**config.mk**
```make
export PLATFORM = sky130hd
export DESIGN_NAME = uart_tx_arbiter
export DESIGN_NICKNAME = d
export VERILOG_FILES = /design/src/rtl/uart_tx_arbiter_pkg.sv /design/src/rtl/uart_tx_arbiter_rr_select.sv /design/src/rtl/uart_tx_arbiter.sv
export SDC_FILE = /design/constraint.sdc
export NUM_CORES = 1
export LEC_CHECK = 0
export BUFFER_PORTS_ARGS = -buffer_cell sky130_fd_sc_hd__buf_2
export CAP_MARGIN = 30
export CORE_MARGIN = 3
export CORE_UTILIZATION = 35
export DETAILED_ROUTE_END_ITERATION = 6
export GPL_TIMING_DRIVEN = 0
export SLEW_MARGIN = 20
export SYNTH_ARGS = -nofsm -noshare
export SYNTH_HDL_FRONTEND = slang
export SYNTH_SLANG_ARGS = --single-unit
```
**constraint.sdc**
```tcl
create_clock -name i_clk -period 2.28 [get_ports i_clk]
set_input_delay 0.114 -clock i_clk [delete_from_list [all_inputs] [get_ports i_clk]]
set_output_delay 0.114 -clock i_clk [all_outputs]
set_load 0.005 [all_outputs]
```
**src/rtl/uart_tx_arbiter_pkg.sv**
```systemverilog
// Shared types and width helpers for the uart_tx byte-channel arbiter.
package uart_tx_arbiter_pkg;

  typedef enum logic {
    S_IDLE = 1'b0,
    S_XFER = 1'b1
  } state_t;

  // Index width for a requester vector; never zero so NUM_REQ=1 still has a port.
  function automatic int rr_idx_w(input int n);
    return (n > 1) ? $clog2(n) : 1;
  endfunction

  function automatic int cnt_w(input int max_val);
    return $clog2(max_val + 1);
  endfunction

endpackage

```
**src/rtl/uart_tx_arbiter_rr_select.sv**
```systemverilog
// Combinational round-robin pick: first set request at or above ptr, wrapping.
module rr_select #(
  parameter int NUM_REQ = 4,
  parameter int IW      = 2
) (
  input  logic [NUM_REQ-1:0] i_req,
  input  logic [IW-1:0]      i_ptr,
  output logic [NUM_REQ-1:0] o_gnt,
  output logic [IW-1:0]      o_idx,
  output logic               o_any
);

  logic [IW-1:0] w_c;

  always_comb begin
    o_gnt = '0;
    o_idx = '0;
    o_any = 1'b0;
    w_c   = '0;
    for (int k = 0; k < NUM_REQ; k++) begin
      w_c = IW'((int'(i_ptr) + k) % NUM_REQ);
      if (!o_any && i_req[w_c]) begin
        o_any      = 1'b1;
        o_gnt[w_c] = 1'b1;
        o_idx      = w_c;
      end
    end
  end

endmodule

```
**src/rtl/uart_tx_arbiter.sv**
```systemverilog
// Packet-level round-robin arbiter sharing one uart_tx byte channel among NUM_REQ sources.
module uart_tx_arbiter
  import uart_tx_arbiter_pkg::*;
#(
  parameter int NUM_REQ   = 4,
  parameter int WIDTH     = 8,
  parameter int MAX_BURST = 16,
  parameter int TIMEOUT   = 64
) (
  input  logic                     i_clk,
  input  logic                     i_rst_n,
  input  logic [NUM_REQ-1:0]       i_req_valid,
  input  logic [NUM_REQ*WIDTH-1:0] i_req_data,
  input  logic [NUM_REQ-1:0]       i_req_last,
  output logic [NUM_REQ-1:0]       o_req_ready,
  output logic [WIDTH-1:0]         o_tx_dout,
  output logic                     o_tx_valid,
  input  logic                     i_tx_ready,
  output logic [NUM_REQ-1:0]       o_grant,
  output logic                     o_busy
);

  localparam int IW = rr_idx_w(NUM_REQ);
  localparam int BW = cnt_w(MAX_BURST);
  localparam int TW = cnt_w(TIMEOUT);
  localparam logic [BW-1:0] BURST_END = BW'(MAX_BURST - 1);
  localparam logic [TW-1:0] IDLE_END  = TW'(TIMEOUT - 1);
  localparam logic [IW-1:0] LAST_IDX  = IW'(NUM_REQ - 1);

  state_t                        r_state, w_state_nxt;
  logic [NUM_REQ-1:0]            r_grant, w_grant_nxt;
  logic [IW-1:0]                 r_sel, w_sel_nxt;
  logic [IW-1:0]                 r_ptr, w_ptr_nxt;
  logic [BW-1:0]                 r_beat_cnt, w_beat_nxt;
  logic [TW-1:0]                 r_idle_cnt, w_idle_nxt;
  logic [NUM_REQ-1:0]            w_pick;
  logic [IW-1:0]                 w_pick_idx;
  logic                          w_any;
  logic [NUM_REQ-1:0][WIDTH-1:0] w_lane_data;
  logic                          w_sel_valid, w_sel_last, w_beat, w_release;

  rr_select #(.NUM_REQ(NUM_REQ), .IW(IW)) u_rr (
    .i_req (i_req_valid),
    .i_ptr (r_ptr),
    .o_gnt (w_pick),
    .o_idx (w_pick_idx),
    .o_any (w_any)
  );

  // One-hot grant doubles as the data mux select, so idle drives zeros.
  for (genvar i = 0; i < NUM_REQ; i++) begin : g_lane
    assign w_lane_data[i] = r_grant[i] ? i_req_data[i*WIDTH +: WIDTH] : '0;
  end

  always_comb begin
    o_tx_dout = '0;
    for (int i = 0; i < NUM_REQ; i++) o_tx_dout = o_tx_dout | w_lane_data[i];
  end

  assign w_sel_valid = |(r_grant & i_req_valid);
  assign w_sel_last  = |(r_grant & i_req_last);
  assign o_tx_valid  = w_sel_valid;
  assign o_req_ready = r_grant & {NUM_REQ{i_tx_ready}};
  assign o_grant     = r_grant;
  assign o_busy      = (r_state == S_XFER);
  assign w_beat      = o_tx_valid & i_tx_ready;

  // Backpressure (valid high, ready low) never counts toward the idle timeout.
  assign w_release = (r_state == S_XFER) &
                     ((w_beat & (w_sel_last | (r_beat_cnt == BURST_END))) |
                      (!w_sel_valid & (r_idle_cnt == IDLE_END)));

  always_comb begin
    w_state_nxt = r_state;
    w_grant_nxt = r_grant;
    w_sel_nxt   = r_sel;
    w_ptr_nxt   = r_ptr;
    w_beat_nxt  = r_beat_cnt;
    w_idle_nxt  = r_idle_cnt;
    case (r_state)
      S_IDLE: begin
        if (w_any) begin
          w_state_nxt = S_XFER;
          w_grant_nxt = w_pick;
          w_sel_nxt   = w_pick_idx;
          w_beat_nxt  = '0;
          w_idle_nxt  = '0;
        end
      end
      S_XFER: begin
        if (w_beat) begin
          w_beat_nxt = r_beat_cnt + 1'b1;
          w_idle_nxt = '0;
        end else if (!w_sel_valid) begin
          w_idle_nxt = r_idle_cnt + 1'b1;
        end
        if (w_release) begin
          w_state_nxt = S_IDLE;
          w_grant_nxt = '0;
          w_ptr_nxt   = (r_sel == LAST_IDX) ? '0 : r_sel + 1'b1;
        end
      end
      default: w_state_nxt = S_IDLE;
    endcase
  end

  always_ff @(posedge i_clk or negedge i_rst_n) begin
    if (!i_rst_n) begin
      r_state    <= S_IDLE;
      r_grant    <= '0;
      r_sel      <= '0;
      r_ptr      <= '0;
      r_beat_cnt <= '0;
      r_idle_cnt <= '0;
    end else begin
      r_state    <= w_state_nxt;
      r_grant    <= w_grant_nxt;
      r_sel      <= w_sel_nxt;
      r_ptr      <= w_ptr_nxt;
      r_beat_cnt <= w_beat_nxt;
      r_idle_cnt <= w_idle_nxt;
    end
  end

endmodule

```
==> results of run 1 <==
-- synthesized netlist by cell type, types with 4 or more instances --
cell type	count	area share
a22o_1	7	0.034
ha_1	12	0.083
a22oi_1	18	0.075
dfrtp_1	21	0.29
nor2b_1	5	0.017
inv_1	4	0.0083
o21ai_0	8	0.022
a21oi_1	7	0.019
clkbuf_1	5	0.010
o21ai_1	12	0.033
nor3_1	5	0.014
nand3_1	4	0.011
nand2_1	25	0.052
nor2_1	10	0.021
and2_1	4	0.014
-- state kept, by name, summed over array words and instances, names as in the netlist --
| register | flops |
|---|---|
| r_sel | 2 |
| r_ptr | 2 |
| r_beat_cnt | 5 |
| r_idle_cnt | 7 |
| o_grant | 4 |
| o_busy | 1 |
-- area by class of cell --
cell class / count / share of cell area
clock inverters: 1 / 0.00219
inverters: 5 / 0.00932
repair buffers: 63 / 0.143
well taps: 67 / 0.0367
flip-flops and latches: 21 / 0.231
plain buffers: 9 / 0.0269
clock buffers: 3 / 0.0181
multi-input cells: 158 / 0.533
-- per-layer routing --
metal / part of all wire / global-route usage
met5: 0 / 0
met3: 0.033 / 0.0394
met1: 0.48 / 0.224
met4: 0.0077 / 0.0227
met2: 0.48 / 0.267
-- power by group --
part	switching [uW]	leakage, uW	total [uW]	internal [uW]
clock network	127	0.0000255	249	122
registers	122	0.000271	615	494
logic	966	0.000766	1790	828
-- cell families (layout without fill, tap and decap cells) --
family / count (synthesis) / after routing / share of synthesized area
xor+xnor: 4 / 4 / 0.0194
simple gates: 64 / 64 / 0.194
compound gates: 69 / 69 / 0.290
fa+ha+maj: 12 / 12 / 0.0830
mux: 9 / 9 / 0.0809
flops: 21 / 21 / 0.290
buf+inv: 14 / 81 / 0.0422
-- per-stage QoR --
step | total power [uW] | hold slack, ns | util
after floorplan | 1890 | -0.182 | -
after global placement | 2330 | 0.102 | 0.453
after detailed placement | 2340 | 0.105 | 0.453
after CTS | 2670 | 0.294 | 0.470
after global routing | 2950 | 0.330 | 0.471
final | 2660 | 0.294 | 0.471
-- worst register-to-register path, stage by stage (launching register included) --
cell     delay (ns)
dfrtp_2        0.39
buf_8          0.15
inv_4          0.06
ha_4           0.28
mux4_2         0.30
buf_6          0.17
nor4b_4        0.35
nand2_1        0.10
o21ai_1        0.12
a22o_1         0.15
-- what timing repair did --
item | 4_1_cts | 5_1_grt
resized for setup | 3 | 3
cloned | 0 | 0
setup endpoints to repair | 19 | 15
buffers inserted | 2 | 0
endpoints found under the hold margin | 21 | 0
hold buffers | 1 | 0
pin swaps | 0 | 2
-- path summary, 6_finish.rpt --
| kind | startpoint | to | slack [ns] | depth (start not counted) |
|---|---|---|---|---|
| max | r_ptr[0] | o_grant[1] | 0.17 | 9 |
| min | i_tx_ready | r_idle_cnt[5] | 0.29 | 4 |
| max reg2reg | r_ptr[0] | o_grant[1] | 0.17 | 9 |
| min reg2reg | r_sel[1] | r_sel[1] | 0.52 | 2 |
| max in group asynchronous | i_rst_n | r_ptr[0] | 1.59 | 2 |
| min in group asynchronous | i_rst_n | r_idle_cnt[2] | 0.34 | 2 |
==> out/metrics.yaml, run 1 <==
hold_class: "primary input to flop"
synth_edf_count: 0
diodes: 0
relSlewSlack: 0.609
overflow: 0
tightest_slew_ns: 0.583
grt_max_degree: 22
power.leakage_uw: 0.00106
slew_violations: 0
place_area_mm2: 0.00219
drc: 0
hold_viol_final: 0
fmax_mhz: 473
dpl.hpwl_um: 3630
syn_to_final_growth_pct: 26.1
outcome: "finished clean"
floorplan.initialDensity: 0.373
drive_above_1_share: 0.358
grtUsageTotal: 0.163
crit_chain: "buf_8 -> inv_4 -> ha_4 -> mux4_2 -> buf_6 -> nor4b_4 -> nand2_1 -> o21ai_1 -> a22o_1"
cpPeakStageDelay_ns: 0.39
nFillCells: 480
syn-cell-area_mm2: 0.00181
clockBufferDepth: 2
yosys_register_bits: 21
crit_fanout: 10
viasPerCell: 5.27
crit_slowest_cell: "dfrtp_2"
fin_tns_setup_ns: 0
setup_violations: 0
finalCritPeriodShare: 0.927
row_count: 25
grt_pass1_wl_um: 8160
syn_area_per_cell_um2: 9.37
final_cell_mix: "61 x buf_2, 25 x nand2_1, 19 x dfrtp_1"
die_h_um: 77.9
synth_ff_type: "dfrtp_1"
crit_family: "simple AND/OR/NAND/NOR gates"
syn_nets: 248
final_net_count: 316
numCtsBuffers: 3
core_area_mm2: 0.00485
maxCapViolCount: 0
netlist_instances: 193
arrival_ns: 2.32
drt-total-wl_um: 4700
synthDistinctLibCells: 46
pre_cts_slack_ns: -0.231
multi_input_area_mm2: 0.00122
cts_tree: "yes"
die_w_um: 77.9
ant_nets: 0
cts_sinks: 21
ys_seq_area_frac: 0.290
io-pin-count: 61
synthArstFlopShare: 1.00
clk_pin_slew_ns: 0.08
htreeDepth: 1
ys_warn_count: 0
grt_pass1_vias: 1642
insertion_delay_ns: 0.26
die_area_mm2: 0.00607
regArea_um2: 528
cts-root-buf: "clkbuf_8"
initialDrtViolationCount: 89
finalWorstSetupSlack_ns: 0.168
antenna_found_initial: 0
firstDrtPassIters: 4
routed-via-count: 1724
dp_cells: 320
gp_congestion: 0.772
finalClockSkew_ns: 0.00355
powerDensity_mw_per_mm2: 1160
required_ns: 2.48
portBuffers: 60
irDropWorstVdd_mv: 0.958
end_kind: "flop"
final_common_cell: "buf_2"
min_period_ns: 2.11
startpoint_type: "flop"
worst-setup-path-type: "flop to flop"
grt_setup_unrepaired: "no"
path_buf_inv: 3
final_cells: 327
post-route-cell-area_mm2: 0.00228
wl_per_cell_um: 14.4
(Power assumes the default switching activity.)
==> run 2: changes to the inputs <==
--- a/config.mk
+++ b/config.mk
@@ -11,7 +11,9 @@
 export CORE_UTILIZATION = 35
 export DETAILED_ROUTE_END_ITERATION = 6
 export GPL_TIMING_DRIVEN = 0
+export PLACE_DENSITY = 0.62
 export SLEW_MARGIN = 20
 export SYNTH_ARGS = -nofsm -noshare
 export SYNTH_HDL_FRONTEND = slang
 export SYNTH_SLANG_ARGS = --single-unit
+export TNS_END_PERCENT = 30
==> out/metrics.yaml, run 2 (synthesis results as in run 1) <==
numCtsBuffers: 3  # unchanged
outcome: "finished clean"
drive_above_1_share: 0.367  # +0.00973
final_cell_mix: "61 x buf_2, 25 x nand2_1, 19 x dfrtp_1"
dp_cells: 320  # unchanged
finalClockSkew_ns: 0.00731  # +0.00377 ns
end_kind: "flop"
grt_pass1_vias: 1785  # +8.7%
core_area_mm2: 0.00485  # unchanged
crit_fanout: 8  # -2
cts_sinks: 21  # unchanged
final_net_count: 320  # +1.3%
syn_to_final_growth_pct: 27.9
pre_cts_slack_ns: -0.202  # +0.0291 ns
fin_hold_ws_ns: 0.307  # +0.0131 ns
fin_tns_setup_ns: 0  # unchanged
drc: 0  # unchanged
ant_nets: 0  # unchanged
regMostFlops: "r_idle_cnt"
diodes: 0  # unchanged
initialDrtViolationCount: 66  # -26%
maxCapViolCount: 0  # unchanged
grtUsageTotal: 0.175  # +0.0112
finalCritPeriodShare: 0.941  # +0.0149
finalWorstSetupSlack_ns: 0.134  # -0.0339 ns
slew_violations: 0  # unchanged
clk_pin_slew_ns: 0.08  # about the same
cts-root-buf: "clkbuf_8"
startpoint_type: "flop"
portBuffers: 60  # unchanged
largest_reg_flops: 7  # unchanged
floorplan.initialDensity: 0.373  # unchanged
irDropWorstVdd_mv: 0.862  # -9.9%
relSlewSlack: 0.590  # -0.0188
cts_tree: "yes"
hold_viol_final: 0  # unchanged
firstDrtPassIters: 4  # unchanged
routed-via-count: 1787  # +3.7%
tightest_slew_ns: 0.611  # +0.0280 ns
die_w_um: 77.9  # unchanged
arrival_ns: 2.30  # -0.02 ns
insertion_delay_ns: 0.27  # about the same
wl_per_cell_um: 15.2  # +6.2%
fmax_mhz: 466  # -1.6%
power.leakage_uw: 0.00108  # +1.6%
post-route-cell-area_mm2: 0.00231  # +1.4%
antenna_found_initial: 0  # unchanged
io-pin-count: 61  # unchanged
die_area_mm2: 0.00607  # unchanged
powerDensity_mw_per_mm2: 1180  # +1.3%
overflow: 0  # unchanged
required_ns: 2.44  # -0.04 ns
drt-total-wl_um: 5050  # +7.5%
dpl.hpwl_um: 3670  # +1.1%
clockBufferDepth: 2  # unchanged
final_cells: 331  # +1.2%
viasPerCell: 5.40  # +2.4%
cpPeakStageDelay_ns: 0.61  # +0.22 ns
final_common_cell: "buf_2"
crit_slowest_cell: "mux4_2"
place_area_mm2: 0.00219  # unchanged
gp_congestion: 0.772  # unchanged
setup_violations: 0  # unchanged
row_count: 25  # unchanged
worst-setup-path-type: "flop to flop"
hold_class: "primary input to flop"
die_h_um: 77.9  # unchanged
htreeDepth: 1  # unchanged
grt_setup_unrepaired: "no"
grt_pass1_wl_um: 8680  # +6.3%
crit_chain: "buf_8 -> buf_4 -> mux4_2 -> nor2b_4 -> a221oi_1 -> o21ai_1 -> a22o_1"
grt_max_degree: 22  # unchanged
min_period_ns: 2.15  # +0.0339 ns
-- run 2: changes by cell type in the layout (fill, tap and decap cells not counted), sizes merged --
cell      previous run  this run
buf                 66        70
clkinvlp             0         1
inv                  5         4
-- run 2: layout make-up --
class,instances,area [um^2]
plain buffers,9,61.3
multi-input cells,158,1220
clock inverters,1,5.00
well taps,67,83.8
fillers,477,2530
inverters,5,22.5
repair buffers,67,355
flip-flops and latches,21,528
clock buffers,3,41.3
-- run 2: worst paths after layout --
check | start | end | slack (ns) | cells past startpoint
setup reg to reg | r_ptr[0] | o_grant[3] | 0.13 | 7
max in group asynchronous | i_rst_n | r_ptr[1] | 1.57 | 2
hold reg to reg | r_sel[1] | r_sel[1] | 0.49 | 2
setup / recovery | r_ptr[0] | o_grant[3] | 0.13 | 7
hold / removal | i_tx_ready | r_idle_cnt[5] | 0.31 | 4
min in group asynchronous | i_rst_n | r_idle_cnt[1] | 0.34 | 2
-- run 2: metrics by stage --
stage	util	total power, uW
final	0.477	2730
after global routing	0.477	2980
after CTS	0.474	2700
after detailed placement	0.453	2350
after global placement	0.453	2330
after floorplan	-	1890
-- run 2: repair_timing --
item / in CTS / in global routing
gates cloned: 0 / 0
pin swaps: 0 / 2
gates resized for setup: 3 / 2
endpoints found under the setup margin: 19 / 17
hold buffers: 1 / 0
setup buffers: 4 / 2
hold endpoints to repair: 21 / 0
-- run 2: worst max-delay path: cells and delay by family, from the launching register on --
family | cells | cell delay (ns)
compound gates | 3 | 0.58
buf+inv | 2 | 0.26
flops | 1 | 0.39
simple gates | 1 | 0.20
mux | 1 | 0.61
-- run 2: per-layer routing --
metal / up-vias / track usage / part of all wire
li1: 870 / - / -
met1: 866 / 0.236 / 0.47
met2: 45 / 0.289 / 0.48
met3: 6 / 0.0267 / 0.043
met4: 0 / 0.0490 / 0.010
met5: - / 0 / 0
-- run 2: report_power, final --
part / switching (uW) / internal, uW / total, uW
logic: 999 / 860 / 1860
registers: 122 / 493 / 616
clock network: 131 / 122 / 253
total: 1250 / 1470 / 2730
==> run 3: changes to the inputs <==
--- a/config.mk
+++ b/config.mk
@@ -7,11 +7,13 @@
 export LEC_CHECK = 0
 export BUFFER_PORTS_ARGS = -buffer_cell sky130_fd_sc_hd__buf_2
 export CAP_MARGIN = 30
+export CELL_PAD_IN_SITES_DETAIL_PLACEMENT = 0
+export CELL_PAD_IN_SITES_GLOBAL_PLACEMENT = 1
 export CORE_MARGIN = 3
-export CORE_UTILIZATION = 35
+export CORE_UTILIZATION = 34
 export DETAILED_ROUTE_END_ITERATION = 6
 export GPL_TIMING_DRIVEN = 0
-export PLACE_DENSITY = 0.62
+export PLACE_DENSITY = 0.82
 export SLEW_MARGIN = 20
 export SYNTH_ARGS = -nofsm -noshare
 export SYNTH_HDL_FRONTEND = slang
==> out/metrics.yaml, run 3 (synthesis results as in run 1) <==
holdPathStages: 4  # unchanged
syn_to_final_growth_pct: 28.1
r2r-end: "o_grant[1]"
io-pin-count: 61  # unchanged
portBuffers: 60  # unchanged
clk_pin_slew_ns: 0.08  # about the same
finalCritPeriodShare: 0.952  # +0.0111
drt-total-wl_um: 4700  # -6.9%
multi_input_area_mm2: 0.00122  # +0.21%
regArea_um2: 528  # unchanged
hold_class: "primary input to flop"
required_ns: 2.48  # +0.04 ns
startpoint_type: "flop"
clockBufferDepth: 2  # unchanged
floorplan.initialDensity: 0.366  # -0.00709
drc: 0  # unchanged
regMostFlops: "r_idle_cnt"
powerDensity_mw_per_mm2: 1170  # -1.1%
antenna_found_initial: 0  # unchanged
min_from: "i_tx_ready"
setup_violations: 0  # unchanged
die_w_um: 78.9  # +1.3%
crit_fanout: 10  # +2
overflow: 0  # unchanged
worst-r2r-setup-slack_ns: 0.11  # -0.03 ns
fmax_mhz: 460  # -1.2%
cts_sinks: 21  # unchanged
routed-via-count: 1726  # -3.4%
grt_pass1_vias: 1568  # -12%
diodes: 0  # unchanged
largest_reg_flops: 7  # unchanged
final_cells: 331  # unchanged
firstDrtPassIters: 4  # unchanged
dpl.hpwl_um: 3550  # -3.1%
grt_pass1_wl_um: 7710  # -11%
final_common_cell: "buf_2"
power.leakage_uw: 0.00108  # -0.11%
cts-root-buf: "clkbuf_8"
viasPerCell: 5.21  # -3.4%
end_kind: "flop"
die_area_mm2: 0.00623  # +2.7%
die_h_um: 78.9  # +1.3%
r2r_start: "r_ptr[0]"
grtUsageTotal: 0.152  # -0.0228
min_period_ns: 2.17  # +0.0253 ns
grt_max_degree: 22  # unchanged
finalClockSkew_ns: 0.0101  # +0.00278 ns
final_net_count: 320  # unchanged
drive_above_1_share: 0.367  # unchanged
ant_nets: 0  # unchanged
outcome: "finished clean"
dp_cells: 320  # unchanged
row_count: 25  # unchanged
worstSetupStartpoint: "r_ptr[0]"
pre_cts_slack_ns: -0.181  # +0.0211 ns
slew_violations: 0  # unchanged
numCtsBuffers: 3  # unchanged
htreeDepth: 1  # unchanged
rr_worst_depth: 8  # +1
min_to: "r_idle_cnt[5]"
irDropWorstVdd_mv: 0.646  # -25%
relSlewSlack: 0.611  # +0.0209
cts_tree: "yes"
arrival_ns: 2.37  # +0.07 ns
maxCapViolCount: 0  # unchanged
hold_viol_final: 0  # unchanged
final_cell_mix: "61 x buf_2, 24 x nand2_1, 19 x dfrtp_1"
initialDrtViolationCount: 103  # +56%
wl_per_cell_um: 14.2  # -6.9%
gp_congestion: 0.755  # -2.1%
finalWorstSetupSlack_ns: 0.108  # -0.0253 ns
grt_setup_unrepaired: "yes"
core_area_mm2: 0.00494  # +1.9%
nFillCells: 537  # +13%
insertion_delay_ns: 0.26  # about the same
worst-setup-path-type: "flop to flop"
tightest_slew_ns: 0.580  # -0.0312 ns
==> run 3: critical path, stage by stage, from the launching register on <==
cell        delay (ns)
dfrtp_2           0.38
buf_8             0.14
clkinvlp_4        0.13
ha_4              0.30
mux4_2            0.34
nor4_4            0.32
and2_4            0.21
o21bai_4          0.13
a22o_1            0.15
==> run 3: stage by stage <==
step	hold WS (ns)	power (uW)	area (um^2)	setup TNS (ns)	util
floorplan	-0.182	1890	1810	0	-
global placement	0.102	2330	2190	-2.33	0.444
detailed placement	0.109	2340	2190	-2.55	0.444
CTS	0.273	2660	2280	0	0.461
global route	0.310	2950	2320	-0.0827	0.469
finish	0.272	2700	2320	0	0.469
==> run 3: final cells by class <==
cell class                 instances  share of cell area
tap                               67              0.0362
clock buffer                       4              0.0194
inverter                           5             0.00971
buffer                             9              0.0281
timing repair buffer              67               0.153
multi-input combinational        158               0.526
sequential                        21               0.228
==> run 3: what timing repair did <==
| item | CTS | global route |
|---|---|---|
| endpoints found under the hold margin | 21 | 0 |
| endpoints found under the setup margin | 19 | 16 |
| buffers inserted | 2 | 4 |
| pin swaps | 0 | 4 |
| resized for setup | 2 | 5 |
| hold buffers | 1 | 0 |
==> run 3: where the power goes <==
part           switching, uW  internal, uW  total, uW
combinational            973           869       1840
sequential               122           494        615
clock                    122           124        247
total                   1220          1490       2700
==> run 3: worst max path at each step <==
stage | to | slack, ns
floorplan | o_grant[1] | 0.03
global placement | o_grant[1] | -0.16
detailed placement | r_idle_cnt[0] | -0.18
CTS | r_idle_cnt[0] | 0.008
global route | r_sel[0] | -0.03
finish | o_grant[1] | 0.11
==> run 3: layer usage <==
layer | GRT usage | part of all wire | vias up
li1 | - | - | 871
met1 | 0.203 | 0.46 | 810
met2 | 0.260 | 0.50 | 43
met3 | 0.0272 | 0.042 | 2
met4 | 0.0258 | 0.0030 | 0
met5 | 0 | 0 | -
